File: src/rtl/switch_debouncer.sv
// Per-bit synchroniser, stability-counter debouncer and edge detector for board switches and buttons.
// Each bit must hold a new level for CNT_MAX consecutive cycles at the synchroniser output before sw_db follows.
module switch_debouncer #(
  parameter int WIDTH       = 16,
  parameter int SYNC_STAGES = 2,
  parameter int CNT_MAX     = 1000000,
  parameter int CNT_W       = $clog2(CNT_MAX)
) (
  input  logic             clk,
  input  logic             rst,
  input  logic [WIDTH-1:0] sw_raw,
  output logic [WIDTH-1:0] sw_db,
  output logic [WIDTH-1:0] rise,
  output logic [WIDTH-1:0] fall,
  output logic             changed
);

  localparam logic [CNT_W-1:0] CNT_LAST = CNT_W'(CNT_MAX - 1);

  logic [WIDTH-1:0] sync_q [SYNC_STAGES];
  logic [WIDTH-1:0] sync;
  logic [CNT_W-1:0] cnt [WIDTH];
  logic [WIDTH-1:0] accept;

  // Plain flop chain: no logic between stages so each stage gets a full cycle to resolve.
  always_ff @(posedge clk) begin
    if (rst) begin
      for (int s = 0; s < SYNC_STAGES; s++) begin
        sync_q[s] <= '0;
      end
    end else begin
      sync_q[0] <= sw_raw;
      for (int s = 1; s < SYNC_STAGES; s++) begin
        sync_q[s] <= sync_q[s-1];
      end
    end
  end

  assign sync = sync_q[SYNC_STAGES-1];

  always_comb begin
    accept = '0;
    for (int i = 0; i < WIDTH; i++) begin
      accept[i] = (sync[i] != sw_db[i]) && (cnt[i] == CNT_LAST);
    end
  end

  // Any return to the accepted level restarts the count, so partial counts never accumulate.
  always_ff @(posedge clk) begin
    if (rst) begin
      for (int i = 0; i < WIDTH; i++) begin
        cnt[i] <= '0;
      end
    end else begin
      for (int i = 0; i < WIDTH; i++) begin
        if ((sync[i] == sw_db[i]) || accept[i]) begin
          cnt[i] <= '0;
        end else begin
          cnt[i] <= cnt[i] + 1'b1;
        end
      end
    end
  end

  always_ff @(posedge clk) begin
    if (rst) begin
      sw_db   <= '0;
      rise    <= '0;
      fall    <= '0;
      changed <= 1'b0;
    end else begin
      sw_db   <= (sw_db & ~accept) | (sync & accept);
      rise    <= accept & sync;
      fall    <= accept & ~sync;
      changed <= |accept;
    end
  end

endmodule

File: config.mk
export PLATFORM = sky130hd
export DESIGN_NAME = switch_debouncer
export DESIGN_NICKNAME = d
export VERILOG_FILES = /design/src/rtl/switch_debouncer.sv
export SDC_FILE = /design/constraint.sdc
export NUM_CORES = 1
export LEC_CHECK = 0
export CAP_MARGIN = 30
export CORE_ASPECT_RATIO = 0.9
export CORE_MARGIN = 2
export CORE_UTILIZATION = 58
export CTS_BUF_LIST = sky130_fd_sc_hd__clkbuf_16
export DETAILED_ROUTE_END_ITERATION = 16
export DONT_BUFFER_PORTS = 1
export PLACE_DENSITY_LB_ADDON = 0.2
export SLEW_MARGIN = 30
export SYNTH_ARGS = -nofsm -noshare
export SYNTH_HDL_FRONTEND = slang
export SYNTH_SLANG_ARGS = --single-unit
File: constraint.sdc
create_clock -name clk -period 2.2 [get_ports clk]
set_input_delay 0.44 -clock clk [delete_from_list [all_inputs] [get_ports clk]]
set_output_delay 0.44 -clock clk [all_outputs]
set_load 0.05 [all_outputs]
==> metrics.md, run 1 <==
| Metric | Value |
|---|---|
| Max incr delay on CP | `0.57 ns` |
| Failing checks | `negative setup slack` |
| Pwr Total | `16.0 mW` |
| Clk sinks | `roughly 400` |
| Top cells by area, synth | `edfxtp_1 (49%), dfxtp_1 (8.2%), nor2_1 (7.3%)` |
| Slowest CP cell | `or4_4` |
| HP Class | `input port to flip-flop` |
| Via count | `about 14000` |
| Clk slew on worst S/H paths | `around 0.060 ns` |
| Int Power | `around 12 mW` |
| Final min period | `~2.2 ns` |
| Pwr dens | `just under 700 nW/µm²` |
| Yosys top cell area share | `0.488` |
| TritonCTS buffer count | `43` |
| Top-count cell post-synth | `nor2_1` |
| P_sw | `roughly 3.5 mW` |
| Final setup violation count | `1` |
| Die X-Extent | `just under 200 µm` |
| Area grow syn2layout | `19.2%` |
| Worst clock skew | `roughly 0.022 ns` |
| DR DRC count | `0` |
| Cell Rows | `63` |
| Arrival @ worst endpoint | `around 2.7 ns` |
| Status | `finished with violations` |
| RD Place Congestion | `around 0.84` |
| Fmax achieved | `454 MHz` |
| Final hold vios | `0` |
| Critical path endpoint category | `flip-flop` |
| Logic pwr share | `0.039` |
| Layout cells sized above 1 | `0.0774` |
| Critical Path RT | `~2.7 ns` |
| Global-route wire length before repair | `around 61000 µm` |
| Total gr overflow | `0` |
| Mapped Area | `19700 µm²` |
| Largest net degree at the start of global routing | `60` |
| Synth Flop Type | `edfxtp_1` |
| Final Slew Violations | `0` |
| RSZ-0062 raised after global routing | `true` |
| CP max FO | `3` |
| Post-synth ARST share | `0` |
| Largest area contributor in the netlist | `edfxtp_1` |
| P_leak | `between 8 and 9 nW` |
| CP Launch Type | `flip-flop` |
| CTS Buffer Depth | `3` |
| Crit Path Category | `flip-flop to flip-flop` |
| H-tree depth | `2` |
| Number of port buffers | `0` |
| Max_cap viols | `0` |
| Worst slew pin tran | `between 0.7 and 0.8 ns` |
| Core area | `roughly 33000 µm²` |
| Top post-synthesis cells by count | `nor2_1 (385), edfxtp_1 (320), xnor2_1 (163)` |
| Total global-route track usage | `0.211` |
| Synth cell types | `between 40 and 50` |
| Post-route setup slack | `-0.00344 ns` |
| Vias in the first global route | `roughly 13000` |
| Die area | `roughly 35000 µm²` |
| Drt wl/cell | `between 10 and 15 µm` |
| Post-route ant nets | `0` |
| Initial antenna violation count | `1` |
| Yosys reg bits | `~400` |
| Die Span Y | `~180 µm` |
| Final HPWL DP | `between 20000 and 30000 µm` |
| Root Driver | `clkbuf_16` |
| Crit share post-route | `1.00` |
| Clock Power Share | `0.413` |
| Vias/cell | `about 5.0` |
| EDFF count, synth | `320` |
| Initial DRC count | `around 660` |
| TritonCTS clock tree | `built` |
| Seq pwr share | `0.548` |
| Post-synthesis sequential area ratio | `0.571` |
| Switch share | `0.221` |
| YS warnings | `0` |
| Initial Util | `0.593` |
| Worst-path cell chain | `or4b_1 -> or4_4 -> buf_6 -> or3_4 -> nor3b_2` |
| Average size of a mapped cell | `about 11 µm²` |
| Slew margin rel. | `0.502` |
| Worst skew pair latency | `0.55 ns` |
| Final core utilization | `0.707` |
| Routed Wire Length | `36400 µm` |
| Nets | `between 2000 and 2500` |
| Io pins | `67` |
| Syn Inst Count | `around 1800` |
| VDD IR-drop max | `between 0.6 and 0.7 mV` |
| First-pass detailed-route iteration total | `6` |
## worst paths after layout
path                      from       endpoint  slack [ns]  depth (start not counted)
setup / recovery    cnt[0][33]        rise[1]      -0.003                          5
hold reg to reg   sync_q[0][4]  sync_q[0][20]        0.44                          1
setup reg to reg    cnt[0][33]        rise[1]      -0.003                          5
hold / removal       sw_raw[2]   sync_q[0][2]        0.02                          1
## flip-flops by register name, indices dropped and copies added, names as in the netlist, named ones only
signal	cells
cnt	320
fall	16
changed	1
sync_q	32
rise	16
## per-layer routing
layer / global-route usage / routed length (µm) / vias up
li1: - / - / 6951
met1: 0.289 / 16800 / 6439
met2: 0.343 / 16900 / 223
met3: 0.0344 / 1730 / 59
met4: 0.0714 / 1010 / 0
met5: 0 / 0 / -
## metrics by stage
step                cells  area (µm²)  worst slack, ns   TNS, ns  hold slack, ns
floorplan            2147       20900          0.00153         0           0.414
global placement     2627       22000          -0.0272    -0.474           0.420
detailed placement   2627       22000          -0.0696     -1.22           0.420
CTS                  2709       23300           0.0107         0         0.00383
global route         2715       23500          -0.0476    -0.746         0.00463
finish               2716       23500         -0.00344  -0.00344          0.0220
## area by class of cell
class / count / area (µm²)
clock buffers: 45 / 1130
diodes: 1 / 2.50
well taps: 455 / 569
clock inverters: 35 / 161
fillers: 2413 / 9730
flip-flops and latches: 401 / 11200
repair buffers: 88 / 890
multi-input cells: 1657 / 9350
inverters: 34 / 128
## worst max-delay path, delay by kind of cell, from the launching register on
kind,cells,cell delay (ns)
simple gates,4,1.61
buf+inv,1,0.14
flops,1,0.38
## placed cells by master, fill, tap and decap left out, types with 4 or more instances in the layout
cell / n
o21ai_0: 8
conb_1: 320
nor4_1: 26
nor4bb_1: 6
buf_4: 70
clkbuf_16: 48
and3_1: 50
a21oi_1: 8
ha_1: 16
or3_1: 15
or2_2: 10
and4_1: 26
clkinv_1: 6
xor2_1: 139
or4_1: 4
nand3_1: 98
edfxtp_1: 320
nor2b_1: 35
nand4_1: 70
clkinv_2: 6
inv_1: 47
nor3b_1: 15
inv_2: 6
mux2i_1: 9
and2_1: 16
o32ai_1: 4
xnor2_1: 163
nor4b_1: 38
nand3b_1: 5
buf_12: 12
nand2_1: 111
nor2_1: 384
dfxtp_1: 81
nor3_1: 52
and3b_1: 4
## cell families after synthesis
family / count (synthesis) / share of synthesized area
flip-flops: 401 / 0.571
AO/OA/AOI/OAI: 23 / 0.00725
other: 1 / 0.000191
AND/OR/NAND/NOR: 986 / 0.254
adder cells (fa/ha/maj): 16 / 0.0102
XOR/XNOR: 302 / 0.134
buffers and inverters: 89 / 0.0177
multiplexers: 10 / 0.00515
## repair_timing
action | 4_1_cts | 5_1_grt
endpoints found under the setup margin | 22 | 45
pin swaps | 1 | 2
hold buffers | 2 | 0
cloned | 0 | 3
endpoints found under the hold margin | 59 | 0
gates resized for setup | 6 | 7
setup buffers | 0 | 3
## power by group through the flow
stage	registers [mW]	clock network, mW	logic [mW]
final	8.75	6.60	0.631
after global routing	8.79	7.03	0.723
after CTS	8.74	6.75	0.602
after detailed placement	8.90	0	0.562
after global placement	8.88	0	0.555
after floorplan	8.83	0	0.470
(Power assumes the default switching activity.)
==> run 2, diff against run 1 <==
--- a/config.mk
+++ b/config.mk
@@ -8,11 +8,12 @@
 export CAP_MARGIN = 30
 export CORE_ASPECT_RATIO = 0.9
 export CORE_MARGIN = 2
-export CORE_UTILIZATION = 58
+export CORE_UTILIZATION = 60
 export CTS_BUF_LIST = sky130_fd_sc_hd__clkbuf_16
 export DETAILED_ROUTE_END_ITERATION = 16
 export DONT_BUFFER_PORTS = 1
 export PLACE_DENSITY_LB_ADDON = 0.2
+export REMOVE_ABC_BUFFERS = 1
 export SLEW_MARGIN = 30
 export SYNTH_ARGS = -nofsm -noshare
 export SYNTH_HDL_FRONTEND = slang
==> constraint.sdc (replaced) <==
create_clock -name clk -period 2.85 [get_ports clk]
set_input_delay 0.57 -clock clk [delete_from_list [all_inputs] [get_ports clk]]
set_output_delay 0.57 -clock clk [all_outputs]
set_load 0.05 [all_outputs]
==> run 2 against run 1 <==
Against the previous run: the flow now finishes without violations; total power shrank 23%; clock skew shrank 0.0021 ns; critical endpoint is now cnt[1][144]; die area shrank 3.3%; combinational power shrank 35%; largest cell class unchanged; sequential share of layout area grew 1.8 points; global-route usage shrank 0.41 points; non-clock buffer count shrank 72; fmax shrank 11%.
==> metrics.md, run 2 (synthesis gave the netlist of run 1 again) <==
| Metric | Value |
|---|---|
| Root Driver | `clkbuf_16` |
| Final min period | `2.48 ns` |
| First-pass detailed-route iteration total | `4` |
| Max incr delay on CP | `roughly 0.58 ns` |
| Initial DRC count | `580` |
| Most flops, register | `cnt` |
| Die Span Y | `about 180 µm` |
| HP Class | `input port to flip-flop` |
| Global-route wire length before repair | `a little under 60000 µm` |
| Hold slack | `roughly 0.11 ns` |
| Arrival @ worst endpoint | `between 2 and 3 ns` |
| Max reg flops | `320` |
| Die area | `between 30000 and 40000 µm²` |
| Largest registers | `cnt x320, sync_q x32` |
| Total global-route track usage | `0.207` |
| RSZ-0062 raised after global routing | `false` |
| Reg2reg start | `cnt[1][155]` |
| CP Buf/Inv Count | `0` |
| Worst clock skew | `just over 0.02 ns` |
| R2r setup slk | `0.37 ns` |
| Die X-Extent | `195 µm` |
| DR DRC count | `0` |
| Pwr dens | `between 500 and 600 nW/µm²` |
| Worst hold path startpoint | `rst` |
| Slew margin rel. | `0.422` |
| CP delay by family, top | `simple AND/OR/NAND/NOR gates` |
| Min-Delay Path Depth | `1` |
| Worst skew pair latency | `about 0.54 ns` |
| Worst slew pin tran | `roughly 0.86 ns` |
| Final HPWL DP | `between 20000 and 25000 µm` |
| Final core utilization | `0.703` |
| Commonest non-fill, non-tap cell in the layout | `nor2_1` |
| Fillers | `around 2400` |
| CP max FO | `20` |
| Critical Path RT | `3.11 ns` |
| Largest net degree at the start of global routing | `between 90 and 100` |
| Crit Path Category | `flip-flop to flip-flop` |
| Via count | `approximately 14000` |
| Post-CTS Setup Bufs | `0` |
| Crit share post-route | `0.870` |
| RD Place Congestion | `roughly 0.84` |
| Vias in the first global route | `~13000` |
| Worst-path cell chain | `nor4bb_1 -> nand4_1 -> nor2_1 -> or3_1 -> nor2_1` |
| Post-route ant nets | `0` |
| VDD IR-drop max | `0.512 mV` |
| CTS Buffer Depth | `3` |
| Post-route setup slack | `approximately 0.37 ns` |
| Routed Wire Length | `between 30000 and 40000 µm` |
| Initial Util | `0.613` |
| Hold_buf cts | `0` |
| Clk slew on worst S/H paths | `0.06 ns` |
| Commonest non-fill, non-tap cells in the layout | `nor2_1 (385), edfxtp_1 (320), conb_1 (320)` |
| Io pins | `between 60 and 70` |
| TritonCTS clock tree | `built` |
| Vias/cell | `~5.2` |
| Final setup violation count | `0` |
| R2R Path End | `cnt[1][144]` |
| Final hold vios | `0` |
| Initial antenna violation count | `0` |
| Setup slack at placement | `roughly 0.45 ns` |
| Number of port buffers | `0` |
| Drt wl/cell | `approximately 13 µm` |
| Total gr overflow | `0` |
| Post-DP Area | `21300 µm²` |
| CP Launch Type | `flip-flop` |
| Final Slew Violations | `0` |
| Fmax achieved | `around 400 MHz` |
| Clk sinks | `401` |
| Post-CTS sizing | `0` |
| H-tree depth | `2` |
| CP most frequent cell | `nor2_1` |
| Register-to-Register Path Depth | `5` |
| Critical path endpoint category | `flip-flop` |
| Layout cells sized above 1 | `0.0421` |
| Cell area after layout | `approximately 23000 µm²` |
| Antenna fix cells | `0` |
| Cell Rows | `62` |
| Slowest CP cell | `or3_1` |
| Setup_tns | `0 ns` |
| P_leak | `about 8.0 nW` |
| Hold Path Sink | `sync_q[0][27]` |
| Max_cap viols | `0` |
| TritonCTS buffer count | `between 40 and 50` |
| Nets | `approximately 2200` |
| Area grow syn2layout | `14.8%` |
| Status | `completed` |
| Core area | `32100 µm²` |
run 2: cell types whose count changed in the layout (fill, tap and decap cells not counted), sizes merged:
cell / before / now
diode: 1 / 0
clkinv: 13 / 10
clkbuf: 48 / 45
bufinv: 0 / 1
buf: 84 / 16
dlygate4sd3: 1 / 0
inv: 56 / 55
run 2: power by group:
part           total [mW]  internal, mW  switching, mW
sequential           6.76          6.54          0.223
clock                5.11          2.93           2.18
combinational       0.407         0.173          0.234
run 2: how the worst max path moves through the flow:
stage                     start           to  slack (ns)  depth (start not counted)
CTS                 cnt[1][155]  cnt[1][144]        0.38                          5
finish              cnt[1][155]  cnt[1][144]        0.37                          5
detailed placement   cnt[0][48]   cnt[0][42]        0.45                          5
global route        cnt[1][155]  cnt[1][148]        0.25                          5
floorplan            cnt[0][31]   cnt[0][22]        0.49                          5
global placement     cnt[1][60]      changed        0.51                          6
run 2: through the flow:
step | power (mW) | cells
5_1_grt | 12.7 | 2601
4_1_cts | 12.4 | 2601
2_1_floorplan | 7.15 | 2092
3_3_place_gp | 7.24 | 2524
6_report | 12.3 | 2601
3_5_place_dp | 7.27 | 2524
run 2: cell type report:
type,instances,area (µm²),share of cell area
clock buffers,45,1130,0.0499
clock inverters,32,163,0.00720
multi-input cells,1657,9290,0.412
flip-flops and latches,401,11200,0.497
inverters,34,128,0.00565
well taps,416,520,0.0230
repair buffers,16,120,0.00532
run 2: routing by layer:
layer | wire [µm] | track usage
met5 | 0 | 0
met2 | 16300 | 0.339
met3 | 1490 | 0.0388
met4 | 618 | 0.0553
met1 | 16400 | 0.285
==> run 3, diff against run 2 <==
--- a/config.mk
+++ b/config.mk
@@ -5,6 +5,7 @@
 export SDC_FILE = /design/constraint.sdc
 export NUM_CORES = 1
 export LEC_CHECK = 0
+export ABC_CLOCK_PERIOD_IN_PS = 2850
 export CAP_MARGIN = 30
 export CORE_ASPECT_RATIO = 0.9
 export CORE_MARGIN = 2
==> results of run 3 <==
Final layout, timing and power as in run 2 (identical DEF).
